[src/rtl/z_core_mem_bridge_if.sv]
// Core-side and memory-side signal bundle for the load/store bridge.
// The slave modport is the bridge's view; master is the core/memory environment.
interface z_core_mem_bridge_if;
    logic        core_req;
    logic        core_we;
    logic [1:0]  core_size;
    logic        core_unsigned;
    logic [31:0] core_addr;
    logic [31:0] core_wdata;
    logic [31:0] core_rdata;
    logic        core_ready;
    logic        core_err;
    logic        mem_req;
    logic        mem_we;
    logic [31:0] mem_addr;
    logic [31:0] mem_wdata;
    logic [31:0] mem_rdata;
    logic        mem_ack;

    modport slave (
        input  core_req, core_we, core_size, core_unsigned, core_addr, core_wdata,
        input  mem_rdata, mem_ack,
        output core_rdata, core_ready, core_err,
        output mem_req, mem_we, mem_addr, mem_wdata
    );

    modport master (
        output core_req, core_we, core_size, core_unsigned, core_addr, core_wdata,
        output mem_rdata, mem_ack,
        input  core_rdata, core_ready, core_err,
        input  mem_req, mem_we, mem_addr, mem_wdata
    );
endinterface

[src/rtl/z_core_mem_bridge.sv]
// Load/store unit: byte/half/word accesses from the core onto a word-wide ack memory.
// Sub-word stores use read-modify-write; misalignment and ack timeouts complete with an error.
module z_core_mem_bridge #(
    parameter int TIMEOUT_CYCLES = 255,
    parameter int CNT_W          = 8
) (
    input  logic                clk,
    input  logic                reset,
    z_core_mem_bridge_if.slave  bus
);
    typedef enum logic [2:0] {IDLE, RD, RMW_RD, RMW_WR, WR, DONE} state_t;

    state_t            state_q, state_d;
    logic [CNT_W-1:0]  cnt_q, cnt_d;
    logic [1:0]        size_q, size_d;
    logic              uns_q, uns_d;
    logic [1:0]        lo_q, lo_d;
    logic [31:0]       wdata_q, wdata_d;
    logic [31:0]       mem_addr_q, mem_addr_d;
    logic [31:0]       mem_wdata_q, mem_wdata_d;
    logic [31:0]       rdata_q, rdata_d;
    logic              ready_q, ready_d;
    logic              err_q, err_d;
    logic              mem_req_q, mem_req_d;
    logic              mem_we_q, mem_we_d;

    logic              bad_access;
    logic              in_mem;
    logic [4:0]        shamt;
    logic [31:0]       lane_mask;
    logic [31:0]       shifted;
    logic [31:0]       extracted;
    logic [31:0]       merged;

    assign bad_access = (bus.core_size == 2'b11) ||
                        (bus.core_size == 2'b01 && bus.core_addr[0]) ||
                        (bus.core_size == 2'b10 && bus.core_addr[1:0] != 2'b00);
    assign in_mem = (state_q == RD) || (state_q == RMW_RD) ||
                    (state_q == RMW_WR) || (state_q == WR);

    // Lane shift/mask derived from the latched access, shared by load extract and store merge.
    always_comb begin
        shamt     = 5'd0;
        lane_mask = 32'hFFFF_FFFF;
        if (size_q == 2'b00) begin
            shamt     = {lo_q, 3'b000};
            lane_mask = 32'h0000_00FF << shamt;
        end else if (size_q == 2'b01) begin
            shamt     = {lo_q[1], 4'b0000};
            lane_mask = 32'h0000_FFFF << shamt;
        end
        shifted = bus.mem_rdata >> shamt;
        case (size_q)
            2'b00:   extracted = {{24{~uns_q & shifted[7]}}, shifted[7:0]};
            2'b01:   extracted = {{16{~uns_q & shifted[15]}}, shifted[15:0]};
            default: extracted = shifted;
        endcase
        merged = (bus.mem_rdata & ~lane_mask) | ((wdata_q << shamt) & lane_mask);
    end

    always_comb begin
        state_d     = state_q;
        cnt_d       = cnt_q;
        size_d      = size_q;
        uns_d       = uns_q;
        lo_d        = lo_q;
        wdata_d     = wdata_q;
        mem_addr_d  = mem_addr_q;
        mem_wdata_d = mem_wdata_q;
        rdata_d     = rdata_q;
        err_d       = 1'b0;
        case (state_q)
            IDLE: begin
                if (bus.core_req) begin
                    size_d     = bus.core_size;
                    uns_d      = bus.core_unsigned;
                    lo_d       = bus.core_addr[1:0];
                    wdata_d    = bus.core_wdata;
                    mem_addr_d = {bus.core_addr[31:2], 2'b00};
                    rdata_d    = 32'd0;
                    cnt_d      = '0;
                    if (bad_access) begin
                        state_d = DONE;
                        err_d   = 1'b1;
                    end else if (!bus.core_we) begin
                        state_d = RD;
                    end else if (bus.core_size == 2'b10) begin
                        state_d     = WR;
                        mem_wdata_d = bus.core_wdata;
                    end else begin
                        state_d = RMW_RD;
                    end
                end
            end
            RD: if (bus.mem_ack) begin
                rdata_d = extracted;
                state_d = DONE;
            end
            RMW_RD: if (bus.mem_ack) begin
                mem_wdata_d = merged;
                cnt_d       = '0;
                state_d     = RMW_WR;
            end
            RMW_WR, WR: if (bus.mem_ack) state_d = DONE;
            DONE:    state_d = IDLE;
            default: state_d = IDLE;
        endcase
        // A stalled request gives up once TIMEOUT_CYCLES cycles pass without ack.
        if (in_mem && !bus.mem_ack) begin
            cnt_d = cnt_q + CNT_W'(1);
            if (cnt_d == CNT_W'(TIMEOUT_CYCLES)) begin
                state_d = DONE;
                err_d   = 1'b1;
            end
        end
        ready_d   = (state_d == DONE);
        mem_req_d = (state_d == RD) || (state_d == RMW_RD) ||
                    (state_d == RMW_WR) || (state_d == WR);
        mem_we_d  = (state_d == RMW_WR) || (state_d == WR);
    end

    always_ff @(posedge clk) begin
        if (!reset) begin
            state_q     <= IDLE;
            cnt_q       <= '0;
            size_q      <= 2'b00;
            uns_q       <= 1'b0;
            lo_q        <= 2'b00;
            wdata_q     <= 32'd0;
            mem_addr_q  <= 32'd0;
            mem_wdata_q <= 32'd0;
            rdata_q     <= 32'd0;
            ready_q     <= 1'b0;
            err_q       <= 1'b0;
            mem_req_q   <= 1'b0;
            mem_we_q    <= 1'b0;
        end else begin
            state_q     <= state_d;
            cnt_q       <= cnt_d;
            size_q      <= size_d;
            uns_q       <= uns_d;
            lo_q        <= lo_d;
            wdata_q     <= wdata_d;
            mem_addr_q  <= mem_addr_d;
            mem_wdata_q <= mem_wdata_d;
            rdata_q     <= rdata_d;
            ready_q     <= ready_d;
            err_q       <= err_d;
            mem_req_q   <= mem_req_d;
            mem_we_q    <= mem_we_d;
        end
    end

    assign bus.core_rdata = rdata_q;
    assign bus.core_ready = ready_q;
    assign bus.core_err   = err_q;
    assign bus.mem_req    = mem_req_q;
    assign bus.mem_we     = mem_we_q;
    assign bus.mem_addr   = mem_addr_q;
    assign bus.mem_wdata  = mem_wdata_q;
endmodule

[src/flat_wrapper.sv]
// flat-port wrapper written by rule: the top's interface ports become plain ports
module z_core_mem_bridge_flat 
#(
    parameter int TIMEOUT_CYCLES = 255,
    parameter int CNT_W          = 8
)
  (clk, reset, bus_core_req, bus_core_we, bus_core_size, bus_core_unsigned, bus_core_addr, bus_core_wdata, bus_mem_rdata, bus_mem_ack, bus_core_rdata, bus_core_ready, bus_core_err, bus_mem_req, bus_mem_we, bus_mem_addr, bus_mem_wdata);
  z_core_mem_bridge_if bus_i ();
  input  logic clk;
  input  logic reset;
  input wire logic [$bits(bus_i.core_req)-1:0] bus_core_req;
  input wire logic [$bits(bus_i.core_we)-1:0] bus_core_we;
  input wire logic [$bits(bus_i.core_size)-1:0] bus_core_size;
  input wire logic [$bits(bus_i.core_unsigned)-1:0] bus_core_unsigned;
  input wire logic [$bits(bus_i.core_addr)-1:0] bus_core_addr;
  input wire logic [$bits(bus_i.core_wdata)-1:0] bus_core_wdata;
  input wire logic [$bits(bus_i.mem_rdata)-1:0] bus_mem_rdata;
  input wire logic [$bits(bus_i.mem_ack)-1:0] bus_mem_ack;
  output wire logic [$bits(bus_i.core_rdata)-1:0] bus_core_rdata;
  output wire logic [$bits(bus_i.core_ready)-1:0] bus_core_ready;
  output wire logic [$bits(bus_i.core_err)-1:0] bus_core_err;
  output wire logic [$bits(bus_i.mem_req)-1:0] bus_mem_req;
  output wire logic [$bits(bus_i.mem_we)-1:0] bus_mem_we;
  output wire logic [$bits(bus_i.mem_addr)-1:0] bus_mem_addr;
  output wire logic [$bits(bus_i.mem_wdata)-1:0] bus_mem_wdata;
  assign bus_i.core_req = bus_core_req;
  assign bus_i.core_we = bus_core_we;
  assign bus_i.core_size = bus_core_size;
  assign bus_i.core_unsigned = bus_core_unsigned;
  assign bus_i.core_addr = bus_core_addr;
  assign bus_i.core_wdata = bus_core_wdata;
  assign bus_i.mem_rdata = bus_mem_rdata;
  assign bus_i.mem_ack = bus_mem_ack;
  assign bus_core_rdata = bus_i.core_rdata;
  assign bus_core_ready = bus_i.core_ready;
  assign bus_core_err = bus_i.core_err;
  assign bus_mem_req = bus_i.mem_req;
  assign bus_mem_we = bus_i.mem_we;
  assign bus_mem_addr = bus_i.mem_addr;
  assign bus_mem_wdata = bus_i.mem_wdata;
  z_core_mem_bridge #(.TIMEOUT_CYCLES(TIMEOUT_CYCLES), .CNT_W(CNT_W)) u_core (.clk(clk), .reset(reset), .bus(bus_i));
endmodule
[config.mk]
export PLATFORM = sky130hd
export DESIGN_NAME = z_core_mem_bridge_flat
export DESIGN_NICKNAME = d
export VERILOG_FILES = /design/src/rtl/z_core_mem_bridge_if.sv /design/src/rtl/z_core_mem_bridge.sv /design/src/flat_wrapper.sv
export SDC_FILE = /design/constraint.sdc
export NUM_CORES = 1
export LEC_CHECK = 0
export BUFFER_PORTS_ARGS = -buffer_cell sky130_fd_sc_hd__buf_4
export CAP_MARGIN = 5
export CORE_MARGIN = 10
export CORE_UTILIZATION = 40
export DETAILED_ROUTE_END_ITERATION = 6
export PLACE_DENSITY = 0.67
export SLEW_MARGIN = 25
export SYNTH_ARGS = -nofsm -noshare
export SYNTH_HDL_FRONTEND = slang
export SYNTH_SLANG_ARGS = --single-unit
[constraint.sdc]
create_clock -name clk -period 1.95 [get_ports clk]
set_clock_uncertainty 0.05 [all_clocks]
set_input_delay 0.195 -clock clk [delete_from_list [all_inputs] [get_ports clk]]
set_output_delay 0.195 -clock clk [all_outputs]
set_load 0.005 [all_outputs]
-- Word level (Yosys, flattened, before mapping)
Index checks and enable logic that the tools add are counted.
W data, S select, Z words.
- bits in read-only memories: 0
- memory bits (writable): 0
- bits in latches: 0
- word-level logic and storage cells: 103
- memories: 0
- output and inout port bits: 100
- bits in registers: 146
- muxes and demuxes: 32
- magnitude comparators: 0
- bitwise operators: 7
- add/sub/neg operators: 1
- divide/modulo/power cells: 0
- shift-type cells: 4
- multipliers: 0
- equal/unequal tests: 22
- reduce and logical (&&, ||, !) cells: 24
- operators by type and width (cell ; number):
    $mux W32 ; 9
    $pmux W32 S2 ; 3
    $and A32 B32 Y32 ; 2
    $not A32 Y32 ; 1
    $or A32 B32 Y32 ; 1
    $shl A16 B5 Y32 const A ; 1
    $shl A32 B5 Y32 ; 1
    $shl A8 B5 Y32 const A ; 1
    $shr A32 B5 Y32 ; 1
    $mux W3 ; 8
    $mux W8 ; 3
    $pmux W8 S2 ; 1
    $eq A3 B2 Y1 const B ; 4
    $mux W5 ; 2
    $ne A2 B2 Y1 const B ; 5
    $eq A3 B3 Y1 const B ; 3
    $logic_or A1 B1 Y1 ; 9
    $pmux W3 S3 ; 1
    $add A8 B1 Y8 const B ; 1
    $eq A8 B8 Y1 const B ; 1
    $eq A3 B1 Y1 const B ; 2
    $reduce_and A3 Y1 ; 2
    $reduce_and A6 Y1 ; 1
    $reduce_bool A2 Y1 ; 3
    other kinds (15) ; 24

-- Longest topological paths before layout
- depth after elaboration: 13
- mapped depth: 8
- mapped depth without buffers: 6

-- Worst setup path after synthesis
OpenSTA, ideal clock, no wires.
- kind: register to register
- start point: register u_core.state_q[0]
- end point: register u_core.rdata_q[16], in the netlist u_core.bus.core_rdata[16]
- buffers on the path: 4
- arrival: 1.686 ns
- required time: 1.778 ns
- stages on the path, launching flop included: 9
- slack: 0.092 ns
- cell sequence: dfxtp_1 > buf_6 > nand2_2 > or3_1 > buf_2 > and3_1 > buf_6 > buf_6 > a221o_1
- cells in the longest elaborated chain, start to end: 3
- elaborated cells between the ends (all ways): 7
- classes of those cells: eq/ne (3); mux (1); reduce/logical (3)
- RTL lines (what ; RTL line ; source):
    start, declared ; z_core_mem_bridge.sv:13 ; state_t state_q, state_d;
    start signal, assigned ; z_core_mem_bridge.sv:138 ; state_q <= state_d;
    $eq A3 B1 Y1 / $logic_not A3 Y1 (equally long branches) ; z_core_mem_bridge.sv:72 ; case (state_q)
    $ne A2 B2 Y1 (no source line) / $reduce_bool A2 Y1 (equally long branches) ; - ;
    $reduce_and A3 Y1 (no source line) ; - ;
    end signal, assigned ; z_core_mem_bridge.sv:146 ; rdata_q <= rdata_d;
    end, declared ; z_core_mem_bridge.sv:21 ; logic [31:0] rdata_q, rdata_d;
Parallel ways exist; a longest one is shown, timed or not.
A chain may end at the register's enable or synchronous reset.

-- Worst setup path in the final report
- start point: register u_core.state_q[1]
- end point: register u_core.mem_req_q, in the netlist u_core.bus.mem_req
- cells in the longest elaborated chain, start to end: 10
- elaborated cells between the ends (all ways): 23
- classes of those cells: eq/ne (8); mux (6); reduce/logical (9)
- RTL lines (what ; RTL line ; source):
    branches (longest 5 deep; another with $eq A3 B3 Y1) ; - ;
    $mux W3 * ; z_core_mem_bridge.sv:109 ; if (in_mem && !bus.mem_ack) begin
    $eq A3 B1 Y1 / $eq A3 B2 Y1 (equally long branches) ; z_core_mem_bridge.sv:117 ; mem_req_d = (state_d == RD) || (state_d == RMW_RD) ||
    $logic_or A1 B1 Y1 (2 in series) ; z_core_mem_bridge.sv:117 ;
    $logic_or A1 B1 Y1 * ; z_core_mem_bridge.sv:118 ; (state_d == RMW_WR) || (state_d == WR);
    end signal, assigned ; z_core_mem_bridge.sv:149 ; mem_req_q <= mem_req_d;
    end, declared ; z_core_mem_bridge.sv:24 ; logic mem_req_q, mem_req_d;
Mark *: on every way between the ends.

==> impl_summary.txt <==
----------------------------------------------------
[Run status]
  Outcome ... finished clean

[Route]
  Routed WL per cell ... 18.45 um
  Total routed wirelength ... 24.82 mm
  Antenna Violating Nets Remaining ... 0
  Mean number of vias per cell ... 5.393
  First-pass DRT Iterations ... 5
  Number of vias in the routed layout ... 7253
  Drt initial violations ... 567
  Remaining DRCs ... 0

[Hold path]
  Worst Hold Depth ... 3
  Worst min-delay path startpoint ... bus_core_wdata[28]
  Path class of the lowest-slack min-delay path ... in2reg
  Hold endpoint ... u_core.wdata_q[28]

[Timing]
  Setup repair after global routing missed its margin ... yes
  Setup-failing EPs final ... 0
  Max_slew headroom ... 62.09%
  Transition at the pin with the smallest max-transition slack ... 0.5687 ns
  Slew Limit Fails ... 0
  Time the worst path needs with I/O delays and setup ... 1.898 ns
  Slack of the critical path ... 0.05200 ns
  Final hold violations ... 0
  Setup total negative slack ... 0 ns
  Highest Clock Rate ... 526.9 MHz
  Fin crit share ... 97.33%
  Min Hold Slack ... 0.006812 ns

[Synth]
  Share of synthesized area occupied by flip-flops and latches ... 41.82%
  Top cell type by total area after synthesis ... sky130_fd_sc_hd__dfxtp_1
  Portion of synthesized cell area occupied by the leading cell type ... 41.82%
  Cell types occupying the most area after synthesis ... sky130_fd_sc_hd__dfxtp_1 42%, sky130_fd_sc_hd__nand2_1 13%, sky130_fd_sc_hd__a21boi_0 7.9%
  Post-synth EDFFs ... 0
  Total of warnings raised by yosys ... 0
  Syn Std Cell Area ... 6989 sq um
  Number of flip-flops and latches in the synthesized netlist ... 146
  Avg Cell Area, Syn ... 8.242 sq um
  Primary flip-flop cell chosen by synthesis mapping ... sky130_fd_sc_hd__dfxtp_1
  Fraction of registers with async set or reset after synthesis ... 0%
  Distinct cell type count after synthesis ... 57
  Number of instances in the synthesized netlist ... 848

[Finish]
  Share of final-layout standard cells stronger than drive strength 1 ... 27.68%
  Final design area excluding fillers ... 10230 sq um
  Core occupancy in the finished layout ... 59.36%
  Final nets ... 1213
  N_diodes ... 0
  Signed area change from the synthesized netlist to the final layout ... 46.38%
  Fin cells ... 1345

[Global route]
  Final global-route overflow total ... 0
  Antenna violations before repair ... 0
  Largest net degree at the start of global routing ... 87
  GR Util All Layers ... 20.79%
  First-pass GRT wire length ... 39.52 mm
  Number of global-route vias before repair ... 7267

[Floorplanning]
  Die extent in y ... 152.2 um
  Die Area ... 23160 sq um
  Die extent in x ... 152.2 um
  Number of rows in the core area ... 48
  Ports placed on the boundary ... 204
  Initial core utilization ... 40.55%
  CORE AREA ... 17240 sq um

[Worst setup path]
  Type of the worst setup path ... reg2reg
  Largest fanout of any net on the critical path ... 12
  Register-to-register setup slack ... 0.05 ns
  Kind of start point of the critical path ... flop
  CP arrival ... 2.17 ns
  Data required time at the worst endpoint ... 2.22 ns
  Capturing element type of the critical path ... flop
  Startpoint of the worst-slack reg-to-reg timing path ... u_core.state_q[1]
  Terminus of the critical flop-to-flop path ... u_core.bus.mem_req
  Worst-case reg-to-reg path depth ... 6

[Clock network]
  Root buf cell ... sky130_fd_sc_hd__clkbuf_16
  H-tree lvl count ... 4
  Bufs on Longest Clock Path ... 2
  Clock edge transition at the registers on the reported setup and hold paths ... 0.06 ns
  Clk_lat worst skew ... 0.43 ns
  Num CTS Buffers ... 17
  CTS tree ... done
  Clk sinks ... 146

[Placed design]
  Setup WS pre-CTS ... 0.004682 ns
  HPWL after detailed placement ... 17.44 mm
  Placed cells ... 1237
  Post-place instance area ... 8800 sq um
  Input/output buffers ... 201
  Weighted congestion at the end of routability-driven global placement ... 0.8590

[Power and ir drop]
  Power density over cell area ... 827.3 nW/um^2
  Worst voltage drop across the vdd grid ... 0.6775 mV
  Fraction of power consumed by the clock network ... 39.8%
  Total internal power ... 6.067 mW
  Total chip power ... 8.465 mW
  Comb pwr share ... 20.7%
  Switching part of the total ... 28.33%
  Leakage power ... 4.231 nW
  Net load switching power ... 2.398 mW
  Sequential cell fraction of total power ... 39.5%

[Flow run]
  # Max-Cap Violations ... 0

----------------------------------------------------
==> cells in the mapped netlist (3+ instances only) <==
cell type,number
sky130_fd_sc_hd__mux2_2,8
sky130_fd_sc_hd__a221o_1,16
sky130_fd_sc_hd__nor2b_1,16
sky130_fd_sc_hd__a21boi_0,74
sky130_fd_sc_hd__a32oi_1,8
sky130_fd_sc_hd__a22o_1,7
sky130_fd_sc_hd__nor2_1,26
sky130_fd_sc_hd__clkbuf_1,49
sky130_fd_sc_hd__xor2_1,4
sky130_fd_sc_hd__a21oi_1,18
sky130_fd_sc_hd__buf_6,5
sky130_fd_sc_hd__and3_1,4
sky130_fd_sc_hd__nand2b_1,13
sky130_fd_sc_hd__buf_4,6
sky130_fd_sc_hd__buf_2,15
sky130_fd_sc_hd__o32ai_1,16
sky130_fd_sc_hd__inv_1,4
sky130_fd_sc_hd__a31oi_1,19
sky130_fd_sc_hd__dfxtp_1,146
sky130_fd_sc_hd__a21boi_1,8
sky130_fd_sc_hd__o21ai_0,30
sky130_fd_sc_hd__or2_2,3
sky130_fd_sc_hd__mux4_2,7
sky130_fd_sc_hd__o211ai_1,17
sky130_fd_sc_hd__nand3_1,21
sky130_fd_sc_hd__a22oi_1,8
sky130_fd_sc_hd__and2_1,3
sky130_fd_sc_hd__a211oi_1,18
sky130_fd_sc_hd__nand2_1,240
sky130_fd_sc_hd__or3_1,3
==> cell usage in the layout (no fill, tap or decap), types with 13 or more instances in the layout <==
cell type | synthesis | layout
sky130_fd_sc_hd__o211ai_1 | 17 | 17
sky130_fd_sc_hd__a31oi_1 | 19 | 19
sky130_fd_sc_hd__nor2_1 | 26 | 25
sky130_fd_sc_hd__nand2b_1 | 13 | 13
sky130_fd_sc_hd__clkbuf_16 | 0 | 17
sky130_fd_sc_hd__o32ai_1 | 16 | 13
sky130_fd_sc_hd__nand3_1 | 21 | 21
sky130_fd_sc_hd__buf_4 | 6 | 233
sky130_fd_sc_hd__dlygate4sd3_1 | 0 | 74
sky130_fd_sc_hd__nor2b_1 | 16 | 16
sky130_fd_sc_hd__nand2_1 | 240 | 240
sky130_fd_sc_hd__a211oi_1 | 18 | 18
sky130_fd_sc_hd__a21boi_0 | 74 | 74
sky130_fd_sc_hd__dfxtp_1 | 146 | 143
sky130_fd_sc_hd__o21ai_0 | 30 | 30
sky130_fd_sc_hd__a21oi_1 | 18 | 16
sky130_fd_sc_hd__a221o_1 | 16 | 16
==> cell type report <==
| type | instances | area, sq um |
|---|---|---|
| fill | 1486 | 7005 |
| multi-input combinational | 623 | 3775 |
| sequential | 146 | 2929 |
| timing repair buffer | 314 | 2621 |
| clock buffer | 21 | 480.5 |
| tap | 225 | 281.5 |
| clock inverter | 11 | 125.1 |
| inverter | 5 | 18.77 |
==> per-layer routing <==
metal  vias up  part of all wire, %  track usage [%]
met5         -                    0                0
met4         0                  1.6            6.098
met3        32                  8.1            6.351
met2       276                   45            32.30
met1      3437                   45            27.14
li1       3508                    -                -
==> worst max-delay path: stages (launching register included) <==
cell and delay [ns]:
sky130_fd_sc_hd__dfxtp_2 0.34, sky130_fd_sc_hd__buf_12 0.14, sky130_fd_sc_hd__or3b_4 0.41, sky130_fd_sc_hd__a21o_1 0.21, sky130_fd_sc_hd__nor2_2 0.10, sky130_fd_sc_hd__nand4b_1 0.26, sky130_fd_sc_hd__and4_1 0.29
==> logic make-up (layout without fill, tap and decap cells) <==
kind of cell    count (synthesis)  in the layout  share of synthesized area [%]
other cells                     1              2                        0.05365
fa+ha+maj                       2              2                         0.3580
simple gates                  347            347                          21.75
buf+inv                        80            351                          5.424
flops                         146            146                          41.82
compound gates                252            252                          26.39
mux                            16             16                          3.706
xor+xnor                        4              4                         0.5012
==> state kept, by name, summed over array words and instances (netlist names), 2 cells and up <==
| name | count |
|---|---|
| u_core.state_q | 3 |
| u_core.bus.mem_addr | 30 |
| u_core.cnt_q | 8 |
| u_core.lo_q | 2 |
| u_core.bus.mem_wdata | 32 |
| u_core.bus.core_rdata | 32 |
| u_core.wdata_q | 32 |
| u_core.size_q | 2 |
==> power groups by stage <==
stage	Clock [mW]	Sequential, mW	Combinational, mW
detailed placement	0	3.40	1.59
finish	3.37	3.34	1.75
floorplan	0	3.37	0.859
global route	3.53	3.37	1.93
global placement	0	3.39	1.58
CTS	3.41	3.34	1.72
==> how the worst max path moves through the flow <==
stage          depth (start not counted)                        end  slack [ns]         startpoint
5_1_grt                                6         u_core.bus.mem_req       -0.07  u_core.state_q[1]
4_1_cts                                6         u_core.bus.mem_req       0.008  u_core.state_q[0]
2_1_floorplan                          8  u_core.bus.core_rdata[16]        0.09  u_core.state_q[0]
6_report                               6         u_core.bus.mem_req        0.05  u_core.state_q[1]
3_5_place_dp                           7    u_core.bus.mem_wdata[5]       0.005  u_core.state_q[1]
3_3_place_gp                           5  u_core.bus.core_rdata[25]        0.06     u_core.lo_q[0]
==> repair_timing <==
item | 4_1_cts | 5_1_grt
buffers inserted | 0 | 2
hold endpoints to repair | 87 | 0
hold buffers | 74 | 0
cloned | 0 | 0
resized for setup | 1 | 15
pin swaps | 1 | 9
endpoints found under the setup margin | 1 | 64
Power figures use the tool's default switching activity.
